<file path="src/rtl/tdm_demux1_4.sv">
// Receive-side TDM demultiplexer: locks onto a frame marker and steers each
// slot word of a 4-slot frame into its own channel holding register.
module tdm_demux1_4 #(
   parameter int unsigned WIDTH = 4
) (
   input  logic             clock,
   input  logic             reset,
   input  logic [WIDTH-1:0] data_in,
   input  logic             valid_in,
   input  logic             frame_in,
   output logic [WIDTH-1:0] y0_out,
   output logic [WIDTH-1:0] y1_out,
   output logic [WIDTH-1:0] y2_out,
   output logic [WIDTH-1:0] y3_out,
   output logic [3:0]       ch_valid_out,
   output logic [1:0]       sel_out,
   output logic             locked_out,
   output logic             frame_done_out,
   output logic             sync_err_out
);

   typedef enum logic {HUNT, LOCK} state_t;

   state_t                  state, state_nx;
   logic [1:0]              sel, sel_nx;
   logic [3:0][WIDTH-1:0]   y_q, y_nx;
   logic [3:0]              ch_q, ch_nx;
   logic                    done_q, done_nx;
   logic                    err_q, err_nx;

   always_ff @(posedge clock) begin
      if (reset) begin
         state  <= HUNT;
         sel    <= '0;
         y_q    <= '0;
         ch_q   <= '0;
         done_q <= 1'b0;
         err_q  <= 1'b0;
      end else begin
         state  <= state_nx;
         sel    <= sel_nx;
         y_q    <= y_nx;
         ch_q   <= ch_nx;
         done_q <= done_nx;
         err_q  <= err_nx;
      end
   end

   always_comb begin
      state_nx = state;
      sel_nx   = sel;
      y_nx     = y_q;
      ch_nx    = '0;
      done_nx  = 1'b0;
      err_nx   = 1'b0;
      if (valid_in) begin
         unique case (state)
            HUNT: begin
               if (frame_in) begin
                  y_nx[0]  = data_in;
                  ch_nx    = 4'b0001;
                  sel_nx   = 2'd1;
                  state_nx = LOCK;
               end
            end
            LOCK: begin
               if (frame_in) begin
                  // A marker always restarts the frame at slot 0; off slot 0 it is also an error.
                  err_nx  = (sel != 2'd0);
                  y_nx[0] = data_in;
                  ch_nx   = 4'b0001;
                  sel_nx  = 2'd1;
               end else if (sel == 2'd0) begin
                  err_nx   = 1'b1;
                  sel_nx   = 2'd0;
                  state_nx = HUNT;
               end else begin
                  y_nx[sel] = data_in;
                  ch_nx     = 4'b0001 << sel;
                  sel_nx    = sel + 2'd1;
                  done_nx   = (sel == 2'd3);
               end
            end
            default: state_nx = HUNT;
         endcase
      end
   end

   assign y0_out         = y_q[0];
   assign y1_out         = y_q[1];
   assign y2_out         = y_q[2];
   assign y3_out         = y_q[3];
   assign ch_valid_out   = ch_q;
   assign sel_out        = sel;
   assign locked_out     = (state == LOCK);
   assign frame_done_out = done_q;
   assign sync_err_out   = err_q;

endmodule

</file>
<file path="config.mk">
export PLATFORM = sky130hd
export DESIGN_NAME = tdm_demux1_4
export DESIGN_NICKNAME = d
export VERILOG_FILES = /design/src/rtl/tdm_demux1_4.sv
export SDC_FILE = /design/constraint.sdc
export NUM_CORES = 1
export LEC_CHECK = 0
export ABC_CLOCK_PERIOD_IN_PS = 2550
export BUFFER_PORTS_ARGS = -buffer_cell sky130_fd_sc_hd__buf_2
export CORE_ASPECT_RATIO = 0.9
export CORE_MARGIN = 5
export CORE_UTILIZATION = 53
export DETAILED_ROUTE_END_ITERATION = 7
export PLACE_DENSITY = 0.82
export SLEW_MARGIN = 25
export SYNTH_ARGS = -nofsm -noshare
export SYNTH_HDL_FRONTEND = slang
export SYNTH_SLANG_ARGS = --single-unit
</file>
<file path="constraint.sdc">
create_clock -name clock -period 2.55 [get_ports clock]
set_input_delay 0.3825 -clock clock [delete_from_list [all_inputs] [get_ports clock]]
set_output_delay 0.3825 -clock clock [all_outputs]
set_load 0.1 [all_outputs]
</file>
==> flow_summary.toml <==
[run_status]
status = "finished clean"

[clock_network]
post_cts_resized = 0
cts_made_buffers = 3
cts_setup_buffers = 0
clockBufferDepth = 2
clk_latency_ns = 0.31
cts_hold_buf = 0
tritoncts = "built"
cts_max_level = 1
root_buffer = "clkbuf_4"
clk_pin_slew_ns = 0.13
clock-sinks = 25

[detailed_routing]
vias = 787
drc = 0
first_pass_iters = 2
vias_per_cell = 4.95
routedWlPerCell_um = 12.3
drt-initial-drc-count = 11
ant_nets = 0
routed_wl_um = 1960

[grt]
gr-usage-met1_pct = 18.2
grt_max_degree = 27
grt_pass1_wl_um = 3310
grt_pass1_vias = 754
globalRouteOverflowTotal = 0
grt_busiest_layer = "met2"
antenna_found_initial = 0
use_met3_pct = 3.20
met2_usage_pct = 21.8
grt_util_all_layers_pct = 13.9

[flow_run]
maxCapViolCount = 0

[cells_and_area]
seq_area_um2 = 500
syn2layout_area_growth_pct = 16.6
multiInputGateArea_um2 = 515
layout_commonest_cell = "buf_2"
nNetsFinal = 149
num_antenna_cells = 0
fillers = 176
mostFrequentLayoutCells = "buf_2 (32), dfxtp_1 (25), nand2b_1 (16)"
drive_gt1_share_pct = 32.1

[placement]
dp_hpwl_um = 1520
port_buffers = 32
place_congestion = 0.701

[timing]
rsz0062_at_grt = "no"
finalSetupTns_ns = 0
period_share_pct = 65.3
post-route-min-period_ns = 1.67
worst_pin_slew_ns = 0.492
clock_skew_ns = 0.00713
hold_viol = 0
slew_headroom_pct = 67.4
fmax_ghz = 0.600
final_max_slew_viol_count = 0
setup_viol = 0

[floorplanning]
die_x_um = 57.4
coreArea_um2 = 1910
start_util_pct = 56.0
ioPinCount = 33
num_rows = 15
die_area_um2 = 3020
die_h_um = 52.7

[worst_setup_path]
worstPathCellList = "inv_1 -> ha_1 -> and4bb_4 -> and2_4 -> mux2i_1"
required_ns = 2.80
critPathLaunchType = "flip-flop"
cp_data_arrival_time_ns = 1.91
critPathTopFamily = "simple AND/OR/NAND/NOR gates"
cp_slowest_cell = "dfxtp_1"
crit_cells = 5
worstSetupPathType = "flip-flop to flip-flop"
critPathMaxFanout = 6
max_stage_delay_ns = 0.47
setup.worst_path.end_class = "flip-flop"
reg2reg_depth = 5
crit_buf_inv = 1

[power_and_ir_drop]
ir_drop_uv = 370
p_per_area_nw_per_um2 = 538
power_uw = 673
power_leakage_uw = 0.000617

[worst_hold_path]
worstHoldPathCells = 3
hold_path_class = "input port to flip-flop"

[yosys]
syn-num-nets = 117
synth_cell_types = 21
avgSynthCellArea_um2 = 10.4
yosysWarnings = 0
synth_seq_area_share_pct = 46.7
ys_ff_latch = 25
syn_area_um2 = 1070
syn_inst = 103
synth-main-ff-cell = "dfxtp_1"
synth_edf_count = 0
synthArstFlopShare_pct = 0
-- worst paths after layout --
check,start,endpoint,slack [ns]
worst max-delay path,sel_out[0],y1_out[1],0.88
worst min register to register,y0_out[2],y0_out[2],0.47
worst min-delay path,data_in[0],y0_out[0],0.32
worst max register to register,sel_out[0],y1_out[1],0.88
-- state kept, by name (all words and copies together), names as in the netlist --
| name | count |
|---|---|
| y3_out | 4 |
| sel_out | 2 |
| ch_valid_out | 4 |
| y2_out | 4 |
| locked_out | 1 |
| sync_err_out | 1 |
| y0_out | 4 |
| frame_done_out | 1 |
| y1_out | 4 |
-- area by class of cell --
cell class                      count  area share, %
Clock buffer                        3           1.80
Clock inverter                      1          0.400
Sequential cell                    25           40.0
Timing Repair Buffer               32           12.8
Tap cell                           25           2.50
Multi-Input combinational cell     69           41.2
Inverter                            4           1.20
-- routing by layer --
| metal | wire, µm | share of wire (%) | vias up |
|---|---|---|---|
| li1 | - | - | 403 |
| met2 | 855 | 44 | 24 |
| met1 | 952 | 49 | 354 |
| met4 | 34 | 1.7 | 0 |
| met5 | 0 | 0 | - |
| met3 | 115 | 5.9 | 6 |
-- metrics by stage --
step | hold slack, ns | instance area [µm²] | setup WS (ns) | util (%) | instances
floorplan | 0.530 | 1070 | 0.144 | - | 103
global placement | 0.442 | 1220 | 0.989 | 63.9 | 155
detailed placement | 0.449 | 1220 | 0.906 | 63.9 | 155
CTS | 0.318 | 1250 | 0.868 | 65.3 | 159
global route | 0.307 | 1250 | 0.742 | 65.3 | 159
finish | 0.322 | 1250 | 0.884 | 65.3 | 159
-- synthesized netlist by cell type (2+ instances only) --
| library cell | n | area [µm²] |
|---|---|---|
| a21oi_1 | 5 | 25.0 |
| buf_6 | 3 | 33.8 |
| clkbuf_1 | 2 | 7.51 |
| dfxtp_1 | 25 | 500 |
| ha_1 | 6 | 75.1 |
| inv_1 | 4 | 15.0 |
| mux2i_1 | 12 | 120 |
| nand2_1 | 10 | 37.5 |
| nand2b_1 | 16 | 100 |
| nand3_1 | 4 | 20.0 |
| nor2_1 | 3 | 11.3 |
| nor3_2 | 3 | 30.0 |
| o22ai_1 | 2 | 12.5 |
-- tightest hold or removal path: stages --
cell and delay (ns):
buf_2 0.11, nand3_1 0.06, a21oi_1 0.05
-- report_power, final --
group | switching, µW | leakage (µW) | internal [µW]
combinational | 74.6 | 0.000397 | 23.9
sequential | 6.03 | 0.000202 | 397
clock | 113 | 0.0000177 | 58.6
-- logic make-up (layout without fill, tap and decap cells) --
kind of cell / count (synthesis) / in the layout / synth area share (%)
adder cells (fa/ha/maj): 6 / 6 / 7.00
XOR/XNOR: 1 / 1 / 0.817
multiplexers: 12 / 12 / 11.2
AND/OR/NAND/NOR: 42 / 42 / 24.9
AO/OA/AOI/OAI: 8 / 8 / 4.20
flip-flops: 25 / 25 / 46.7
buffers and inverters: 9 / 40 / 5.25
Note: power is estimated with default switching activity, not from simulation.
